<file path="src/rtl/gray_ptr_receiver_if.sv">
`default_nettype none
// ============================================================================
// Module      : gray_ptr_receiver_if
// Description : Bus bundle between a Gray-count consumer and gray_ptr_receiver.
// Revision    : 1.0
// ============================================================================
interface gray_ptr_receiver_if #(
  parameter int WIDTH = 3
);
  logic [WIDTH-1:0] gray_in;
  logic             EN;
  logic             err_clr;
  logic [WIDTH-1:0] bin_value;
  logic [WIDTH-1:0] delta;
  logic             changed;
  logic             err;

  modport master (
    output gray_in, EN, err_clr,
    input  bin_value, delta, changed, err
  );

  modport slave (
    input  gray_in, EN, err_clr,
    output bin_value, delta, changed, err
  );
endinterface
`default_nettype wire

</file>
<file path="src/rtl/gray_ptr_receiver.sv">
`default_nettype none
// ============================================================================
// Module      : gray_ptr_receiver
// Description : Synchronizes a foreign-domain Gray count, decodes it to binary
//               and reports the accepted value, its increment and a sticky
//               multi-bit-transition error (built only with GRAY_RX_ERR_CHECK_EN).
// Revision    : 1.0
// ============================================================================
module gray_ptr_receiver #(
  parameter int WIDTH       = 3,
  parameter int SYNC_STAGES = 2
) (
  input  logic                CLK,
  input  logic                nRST,
  gray_ptr_receiver_if.slave  io_bus
);

  logic [WIDTH-1:0] r_sync [SYNC_STAGES];
  logic [WIDTH-1:0] w_gs;
  logic [WIDTH-1:0] w_bin;
  logic [WIDTH-1:0] w_delta;
  logic [WIDTH-1:0] r_bin;
  logic [WIDTH-1:0] r_delta;
  logic             r_changed;

  always_ff @(posedge CLK or negedge nRST) begin
    if (!nRST) begin
      for (int i = 0; i < SYNC_STAGES; i++) begin
        r_sync[i] <= '0;
      end
    end else begin
      r_sync[0] <= io_bus.gray_in;
      for (int i = 1; i < SYNC_STAGES; i++) begin
        r_sync[i] <= r_sync[i-1];
      end
    end
  end

  assign w_gs = r_sync[SYNC_STAGES-1];

  // Binary bit i is the XOR of all Gray bits at and above i.
  genvar gi;
  generate
    for (gi = 0; gi < WIDTH; gi++) begin : g_decode
      assign w_bin[gi] = ^w_gs[WIDTH-1:gi];
    end
  endgenerate

  assign w_delta = w_bin - r_bin;

  always_ff @(posedge CLK or negedge nRST) begin
    if (!nRST) begin
      r_bin     <= '0;
      r_delta   <= '0;
      r_changed <= 1'b0;
    end else if (io_bus.EN) begin
      r_bin     <= w_bin;
      r_delta   <= w_delta;
      r_changed <= (w_bin != r_bin);
    end else begin
      r_changed <= 1'b0;
    end
  end

  assign io_bus.bin_value = r_bin;
  assign io_bus.delta     = r_delta;
  assign io_bus.changed   = r_changed;

`ifdef GRAY_RX_ERR_CHECK_EN
  localparam logic [WIDTH-1:0] c_ONE = WIDTH'(1);

  logic [WIDTH-1:0] r_gl;
  logic [WIDTH-1:0] w_diff;
  logic             w_multi;
  logic             r_err;

  assign w_diff  = w_gs ^ r_gl;
  // x & (x-1) clears the lowest set bit; anything left means two or more bits moved.
  assign w_multi = |(w_diff & (w_diff - c_ONE));

  always_ff @(posedge CLK or negedge nRST) begin
    if (!nRST) begin
      r_gl  <= '0;
      r_err <= 1'b0;
    end else begin
      r_gl <= w_gs;
      if (w_multi) begin
        r_err <= 1'b1;
      end else if (io_bus.err_clr) begin
        r_err <= 1'b0;
      end
    end
  end

  assign io_bus.err = r_err;
`else
  logic w_unused_err_clr;

  assign w_unused_err_clr = io_bus.err_clr;
  assign io_bus.err       = 1'b0;
`endif

  a_changed_nonzero_delta : assert property (
    @(posedge CLK) disable iff (!nRST) io_bus.changed |-> (io_bus.delta != '0)
  );

endmodule
`default_nettype wire
</file>
<file path="src/flat_wrapper.sv">
// flat-port wrapper written by rule: the top's interface ports become plain ports
module gray_ptr_receiver_flat 
#(
  parameter int WIDTH       = 3,
  parameter int SYNC_STAGES = 2
)
  (CLK, nRST, io_bus_gray_in, io_bus_EN, io_bus_err_clr, io_bus_bin_value, io_bus_delta, io_bus_changed, io_bus_err);
  gray_ptr_receiver_if #(.WIDTH(WIDTH)) io_bus_i ();
  input  logic CLK;
  input  logic nRST;
  input wire logic [$bits(io_bus_i.gray_in)-1:0] io_bus_gray_in;
  input wire logic [$bits(io_bus_i.EN)-1:0] io_bus_EN;
  input wire logic [$bits(io_bus_i.err_clr)-1:0] io_bus_err_clr;
  output wire logic [$bits(io_bus_i.bin_value)-1:0] io_bus_bin_value;
  output wire logic [$bits(io_bus_i.delta)-1:0] io_bus_delta;
  output wire logic [$bits(io_bus_i.changed)-1:0] io_bus_changed;
  output wire logic [$bits(io_bus_i.err)-1:0] io_bus_err;
  assign io_bus_i.gray_in = io_bus_gray_in;
  assign io_bus_i.EN = io_bus_EN;
  assign io_bus_i.err_clr = io_bus_err_clr;
  assign io_bus_bin_value = io_bus_i.bin_value;
  assign io_bus_delta = io_bus_i.delta;
  assign io_bus_changed = io_bus_i.changed;
  assign io_bus_err = io_bus_i.err;
  gray_ptr_receiver #(.WIDTH(WIDTH), .SYNC_STAGES(SYNC_STAGES)) u_core (.CLK(CLK), .nRST(nRST), .io_bus(io_bus_i));
endmodule
</file>
<file path="config.mk">
export PLATFORM = sky130hd
export DESIGN_NAME = gray_ptr_receiver_flat
export DESIGN_NICKNAME = d
export VERILOG_FILES = /design/src/rtl/gray_ptr_receiver_if.sv /design/src/rtl/gray_ptr_receiver.sv /design/src/flat_wrapper.sv
export SDC_FILE = /design/constraint.sdc
export NUM_CORES = 1
export LEC_CHECK = 0
export BUFFER_PORTS_ARGS = -buffer_cell sky130_fd_sc_hd__buf_2
export CORE_AREA = 2 2 39 41
export CTS_CLUSTER_DIAMETER = 40
export CTS_CLUSTER_SIZE = 24
export DETAILED_ROUTE_END_ITERATION = 6
export DIE_AREA = 0 0 41 43
export GPL_ROUTABILITY_DRIVEN = 0
export PLACE_DENSITY = 0.72
export SYNTH_ARGS = -nofsm -noshare
export SYNTH_HDL_FRONTEND = slang
export SYNTH_SLANG_ARGS = --single-unit
</file>
<file path="constraint.sdc">
create_clock -name CLK -period 1.9 [get_ports CLK]
set_input_delay 0.285 -clock CLK [delete_from_list [all_inputs] [get_ports CLK]]
set_output_delay 0.285 -clock CLK [all_outputs]
set_load 0.01 [all_outputs]
</file>
-- After elaboration in Yosys (flattened, before gate mapping)
Cells that the tools add are included.
W data, S select, Z words.
- add/sub/neg operators: 1
- eq/ne operators: 1
- mux-type cells: 1
- reduce and logical (&&, ||, !) cells: 2
- operators with widths (operator ; count):
    $ne A3 B3 Y1 ; 1
    $reduce_xor A3 Y1 ; 1
    $sub A3 B3 Y3 ; 1
    $reduce_xor A2 Y1 ; 1
    $mux W1 ; 1
- register bits after elaboration: 13
- output and inout bits: 8

-- Longest topological paths before layout
Gate-level depths: netlist of the first run.
- depth in word-level cells: 3
- mapped depth: 7
- depth with buffers taken out: 6

-- Worst setup path after synthesis of the first run
Ideal clock, no wire load.
- path type: register to register
- start: register u_core.r_sync (netlist bit u_core.w_gs[2])
- end: register u_core.r_delta[2], in the netlist u_core.io_bus.delta[2]
- setup time: 0.083 ns
- data arrival time: 1.860 ns
- path slack: -0.043 ns
- stages on the path, launching flop included: 8
- path buffers: 1
- period minus slack after synthesis: 1.943 ns
- cells stage by stage: dfrtp_1 > buf_6 > xor3_1 > inv_1 > ha_1 > fa_1 > xnor3_4 > o21ai_0
- longest elaborated chain between the ends: 2
- elaborated cells between the ends (all ways): 3
- those cells by class: add/sub: 1; reduce/logical: 2
- ends and longest elaborated chain (element ; line ; RTL):
    start: declaration ; gray_ptr_receiver.sv:18 ; logic [WIDTH-1:0] r_sync [SYNC_STAGES];
    start signal: indexed assignment ; gray_ptr_receiver.sv:34 ; r_sync[i] <= r_sync[i-1];
    $reduce_xor A3 Y1 / $reduce_xor A2 Y1 (equally long branches) ; gray_ptr_receiver.sv:45 ; assign w_bin[gi] = ^w_gs[WIDTH-1:gi];
    $sub A3 B3 Y3 (*) ; gray_ptr_receiver.sv:49 ; assign w_delta = w_bin - r_bin;
    end signal: assignment ; gray_ptr_receiver.sv:58 ; r_delta <= w_delta;
    end: declaration ; gray_ptr_receiver.sv:23 ; logic [WIDTH-1:0] r_delta;
Every way passes the cells marked *; elsewhere a longest branch is shown, timed or not.
A chain may end at the register's enable or synchronous reset.

-- Final worst setup path of the first run
- start: register u_core.r_sync (netlist bit u_core.w_gs[0])
- end: register u_core.r_delta[2], in the netlist u_core.io_bus.delta[2]
- longest elaborated chain between the ends: 2
- ends and longest elaborated chain (element ; line):
    $reduce_xor A3 Y1 ; gray_ptr_receiver.sv:45
    $sub A3 B3 Y3 ; gray_ptr_receiver.sv:49
No other way between the ends.

==> impl_metrics.csv, run 1 <==
group,metric,value,unit
clock_network,postCtsSetupRepairBufs,0,
worst_setup_path,critPathArrivalTime,2.03,ns
floorplan,start_util,40.1,%
synthesis,synth_top_area_share,58.7,%
floorplan,die_y,43,um
clock_network,clock_sinks,13,
sta,setup_viol,0,
place,dp_hpwl,630,um
synthesis,seq_area_frac_synth,58.7,%
global_route,globalRouteOverflowTotal,0,
floorplan,dieArea,0.00176,mm^2
worst_setup_path,crit_path_start_kind,"register",
global_route,grt_pass1_vias,345,
floorplan,rows,14,
synthesis,synth_area_per_cell,14.2,um^2
global_route,grt_usage,13.2,%
sta,rsz0062_at_grt,"true",
worst_hold_path,min_path_type,"in2reg",
route,routed_wirelength,814,um
synthesis,ys_ff_latch,13,
final_layout,utilization,48.1,%
synthesis,ys_async_sr_fraction,100,%
worst_setup_path,crit_buf_inv,1,
synthesis,synth_most_common_cell,"dfrtp_1",
synthesis,syn-instance-count,39,
worst_setup_path,cp_max_fo,2,
sta,post-route-min-period,1.82,ns
flow_run,drv_cap,0,
synthesis,yosysWarnings,0,
worst_setup_path,critPathMaxStageDelay,0.39,ns
clock_network,cts_max_path_buffers,2,
worst_setup_path,end_kind,"register",
power_and_ir_drop,peakVddDrop,0.492,mV
final_layout,nets,65,
route,drt-pass1-iter-count,2,
clock_network,path_clk_slew,0.08,ns
floorplan,io_pins,15,
place,pre_cts_slack,0.00483,ns
clock_network,worstSkewPairLatency,0.27,ns
sta,timing.fmax,0.549,GHz
worst_setup_path,cp_slowest_cell,"xor3_1",
global_route,grt_max_degree,14,
final_layout,insertedDiodeCount,0,
synthesis,synth_nets,49,
global_route,grt_pass1_wl,1430,um
final_layout,drive_gt1_share,42.6,%
synthesis,synthesis.area,554,um^2
route,drc,0,
route,vias,313,
synthesis,synth.area.top_cells,"dfrtp_1 (59%), xnor3_4 (4.7%), ha_1 (4.5%)",
sta,fin_crit_sh,95.9,%
clock_network,cts_htree_levels,1,
sta,slew_viol_final,0,
clock_network,cts_tree,"built",
status,status,"finished clean",
floorplan,die_w,41,um
worst_setup_path,path_cells,"xor3_1 > inv_1 > ha_2 > fa_2 > xnor3_4 > o21ai_2",
synthesis,yosys_most_used_dff,"dfrtp_1",
final_layout,areaGrowthSynthToFinish,20.1,%
worst_setup_path,path_class,"reg2reg",
sta,setup-tns-final,0,ns
worst_setup_path,cp.required,2.11,ns
synthesis,synth.distinct_cells,19,
route,ant_nets,0,
synthesis,synth_commonest_cells,"dfrtp_1 (13), inv_1 (4), nand2b_1 (3), o21ai_0 (3), ha_1 (2)",
sta,finalWorstSetupSlack,0.0772,ns
power_and_ir_drop,finalPower,0.000655,W
final_layout,fill_cells,128,
place,io_buffers,12,
final_layout,multiInputGateArea,200,um^2
clock_network,cts_root_buffer,"clkbuf_4",
power_and_ir_drop,leakage,0.341,nW
sta,hold_violations,0,
route,initialDrtViolationCount,5,
final_layout,ff_latch_area,325,um^2
route,avgRoutedWirePerCell,11.6,um
synthesis,yosysTopAreaCell,"dfrtp_1",
power_and_ir_drop,power_density,985,mW/mm^2
sta,finalClockSkew,0.00607,ns
global_route,antenna_found_initial,0,
worst_setup_path,crit_family,"XOR/XNOR gates",
clock_network,cts_inserted_buffers,3,
route,viasPerCell,4.47,
floorplan,core,0.00138,mm^2
synthesis,synth_enable_flop_cells,0,
[final cells by class]
type,instances,share of cell area (%)
tap,16,3.01
sequential,13,48.9
clock buffer,3,3.38
timing repair buffer,14,11.7
clock inverter,1,0.752
multi-input combinational,19,30.1
inverter,4,2.26
[registers in the layout, summed over array words and instances (netlist names)]
signal,flops
u_core.io_bus.delta,3
u_core.io_bus.changed,1
u_core.io_bus.bin_value,3
u_core.w_gs,3
u_core.r_sync,3
[layer usage]
layer  track usage (%)  routed length [um]  vias up
met3              4.71                  32        2
met4              8.00                   8        0
met2              20.3                 443        6
met1              14.7                 329      154
met5                 0                   0        -
li1                  -                   -      151
[logic make-up (layout without fill, tap and decap cells)]
kind of cell	Yosys count	count (layout)	synth area share, %
adder cells (fa/ha/maj)	3	3	8.13
multiplexers	2	2	4.74
flip-flops	13	13	58.7
AO/OA/AOI/OAI	5	5	4.74
AND/OR/NAND/NOR	4	4	4.06
other	1	1	0.677
XOR/XNOR	4	4	12.2
buffers and inverters	7	22	6.77
[timing repair]
action	CTS	global route
resized for setup	1	2
pin swaps	0	0
endpoints found under the setup margin	1	1
hold buffers	1	0
endpoints found under the hold margin	13	0
[worst reg2reg max path, delay by kind of cell, from the launching register on]
kind / cells / cell delay (ns)
xor gates and xnor gates: 2 / 0.71
buffers and inverters: 1 / 0.05
adders and majority gates: 2 / 0.51
DFF: 1 / 0.36
AOI/OAI and AO/OA: 1 / 0.12
[where the power goes]
part	internal (W)	leakage (nW)	switching, W
logic	0.0000818	0.170	0.0000719
clock network	0.0000779	0.0177	0.0000884
registers	0.000313	0.153	0.0000223
[final timing paths]
kind / from / end / slack [ns] / cells past startpoint
setup / recovery: u_core.w_gs[0]$_DFF_PN0_ / u_core.io_bus.delta[2]$_DFFE_PN0P_ / 0.08 / 6
hold / removal: io_bus_gray_in[1] / u_core.r_sync[4]$_DFF_PN0_ / 0.11 / 1
setup reg to reg: u_core.w_gs[0]$_DFF_PN0_ / u_core.io_bus.delta[2]$_DFFE_PN0P_ / 0.08 / 6
hold reg to reg: u_core.r_sync[5]$_DFF_PN0_ / u_core.w_gs[2]$_DFF_PN0_ / 0.36 / 0
max in group asynchronous: nRST / u_core.io_bus.bin_value[0]$_DFFE_PN0P_ / 1.27 / 2
min in group asynchronous: nRST / u_core.r_sync[5]$_DFF_PN0_ / 0.41 / 2
[metrics by stage]
step | hold WS [ns] | area, um^2 | std cells
floorplan | -0.0106 | 554 | 39
global placement | 0.179 | 619 | 65
detailed placement | 0.184 | 619 | 65
CTS | 0.105 | 659 | 70
global route | 0.0934 | 666 | 70
finish | 0.112 | 666 | 70
[layout by cell type (no fill, tap or decap)]
cell type,n
clkbuf_4,3
xnor2_1,1
mux2_4,1
ha_2,1
fa_2,1
xnor3_4,1
ha_1,1
a21oi_1,1
o21ai_2,1
xor3_1,1
conb_1,1
dlygate4sd3_1,1
o21ai_0,2
nor2_1,1
mux2_2,1
a31oi_1,1
dfrtp_1,13
xor2_1,1
buf_4,1
inv_1,4
nand2b_1,3
buf_2,12
clkinv_2,1
Note: power is estimated with default switching activity, not from simulation.
==> run 2, diff against run 1 <==
Settings changed: PLACE_DENSITY 0.72 to 0.7.
Clock period 1.9 ns to 2.11 ns, I/O delays scaled along.
==> impl_metrics.csv, run 2 (synthesis results as in run 1) <==
group,metric,value,unit
final_layout,insertedDiodeCount,0,
route,viasPerCell,4.44,
clock_network,path_clk_slew,0.09,ns
clock_network,cts_tree,"built",
floorplan,core,0.00138,mm^2
global_route,grt_pass1_wl,1320,um
place,dp_hpwl,580,um
final_layout,final_common_cell,"dfrtp_1",
final_layout,mostFrequentLayoutCells,"dfrtp_1 (13), buf_2 (12), inv_1 (4)",
floorplan,dieArea,0.00176,mm^2
global_route,grt_pass1_vias,305,
place,pre_cts_slack,0.173,ns
global_route,antenna_found_initial,0,
route,avgRoutedWirePerCell,11.8,um
clock_network,cts_max_path_buffers,2,
global_route,grt_usage,12.8,%
global_route,globalRouteOverflowTotal,0,
clock_network,cts_resized,0,
sta,setup_viol,0,
global_route,grt_max_degree,14,
final_layout,nets,65,
final_layout,areaGrowthSynthToFinish,18.5,%
clock_network,cts_inserted_buffers,3,
clock_network,clock_sinks,13,
sta,fin_crit_sh,92.8,%
sta,finalWorstSetupSlack,0.153,ns
floorplan,io_pins,15,
floorplan,start_util,40.1,%
status,status,"finished clean",
clock_network,worstSkewPairLatency,0.28,ns
route,vias,311,
floorplan,die_y,43,um
place,io_buffers,12,
worst_setup_path,end_kind,"register",
sta,finalClockSkew,0.0101,ns
worst_setup_path,cp_slowest_cell,"dfrtp_1",
worst_hold_path,min_path_type,"in2reg",
route,initialDrtViolationCount,2,
floorplan,rows,14,
worst_setup_path,critPathMaxStageDelay,0.39,ns
worst_setup_path,path_cells,"xor3_1 > inv_1 > ha_1 > fa_1 > xnor3_4 > o21ai_0",
floorplan,die_w,41,um
worst_setup_path,cp_max_fo,2,
power_and_ir_drop,peakVddDrop,0.402,mV
worst_setup_path,path_class,"reg2reg",
sta,setup-tns-final,0,ns
sta,slew_viol_final,0,
worst_setup_path,cp.required,2.30,ns
power_and_ir_drop,power_density,894,mW/mm^2
route,ant_nets,0,
worst_setup_path,critPathArrivalTime,2.15,ns
sta,post-route-min-period,1.96,ns
flow_run,drv_cap,0,
final_layout,drive_gt1_share,37.0,%
route,routed_wirelength,824,um
clock_network,cts_htree_levels,1,
route,drt-pass1-iter-count,4,
worst_setup_path,crit_path_start_kind,"register",
power_and_ir_drop,leakage,0.342,nW
route,drc,0,
sta,rsz0062_at_grt,"false",
clock_network,cts_root_buffer,"clkbuf_4",
sta,hold_violations,0,
sta,timing.fmax,0.511,GHz
-- run 2: cell count changes in the layout (fill, tap and decap cells not counted) --
cell and delta:
fa_1 +1, fa_2 -1, ha_1 +1, ha_2 -1, o21ai_0 +1, o21ai_2 -1
-- run 2: layout make-up --
| type | instances | area, um^2 |
|---|---|---|
| Clock buffer | 3 | 22.5 |
| Clock inverter | 1 | 5.00 |
| Fill cell | 130 | 727 |
| Inverter | 4 | 15.0 |
| Multi-Input combinational cell | 19 | 191 |
| Sequential cell | 13 | 325 |
| Tap cell | 16 | 20.0 |
| Timing Repair Buffer | 14 | 77.6 |
-- run 2: report_power, final --
part	leakage [nW]	internal [W]	total, W	switching, W
Clock	0.0177	0.0000704	0.000158	0.0000876
Combinational	0.172	0.0000685	0.000129	0.0000603
Sequential	0.153	0.000282	0.000301	0.0000187
Total	0.342	0.000421	0.000587	0.000167
-- run 2: path summary, 6_finish.rpt --
| kind | from | endpoint | slack [ns] | cells past startpoint |
|---|---|---|---|---|
| worst max-delay path | u_core.w_gs[2]$_DFF_PN0_ | u_core.io_bus.delta[2]$_DFFE_PN0P_ | 0.15 | 6 |
| worst min-delay path | io_bus_gray_in[0] | u_core.r_sync[3]$_DFF_PN0_ | 0.13 | 1 |
| worst max register to register | u_core.w_gs[2]$_DFF_PN0_ | u_core.io_bus.delta[2]$_DFFE_PN0P_ | 0.15 | 6 |
| worst min register to register | u_core.r_sync[3]$_DFF_PN0_ | u_core.w_gs[0]$_DFF_PN0_ | 0.35 | 0 |
| max in group asynchronous | nRST | u_core.io_bus.delta[1]$_DFFE_PN0P_ | 1.45 | 2 |
| min in group asynchronous | nRST | u_core.io_bus.bin_value[2]$_DFFE_PN0P_ | 0.43 | 2 |
-- run 2: timing repair --
action / CTS / global route
hold buffers: 1 / 0
hold endpoints to repair: 13 / 0
setup buffers: 0 / 0
-- run 2: worst max-delay path, delay by kind of cell, from the launching register on --
| kind | cells | cell delay [ns] |
|---|---|---|
| XOR/XNOR | 2 | 0.70 |
| flip-flops | 1 | 0.39 |
| adder cells (fa/ha/maj) | 2 | 0.55 |
| AO/OA/AOI/OAI | 1 | 0.18 |
| buffers and inverters | 1 | 0.05 |
-- run 2: per-stage QoR --
step	util, %	power (W)	hold slack [ns]	instances	area [um^2]
after floorplan	-	0.000389	0.0209	39	554
after global placement	44.8	0.000433	0.210	65	619
after detailed placement	44.8	0.000436	0.223	65	619
after CTS	47.5	0.000596	0.125	70	657
after global routing	47.5	0.000631	0.121	70	657
final	47.5	0.000587	0.130	70	657
-- run 2: per-layer routing --
layer  GRT usage [%]  wire [um]
met4            14.0         44
met2            17.2        368
met1            13.8        368
met3            4.71         42
met5               0          0
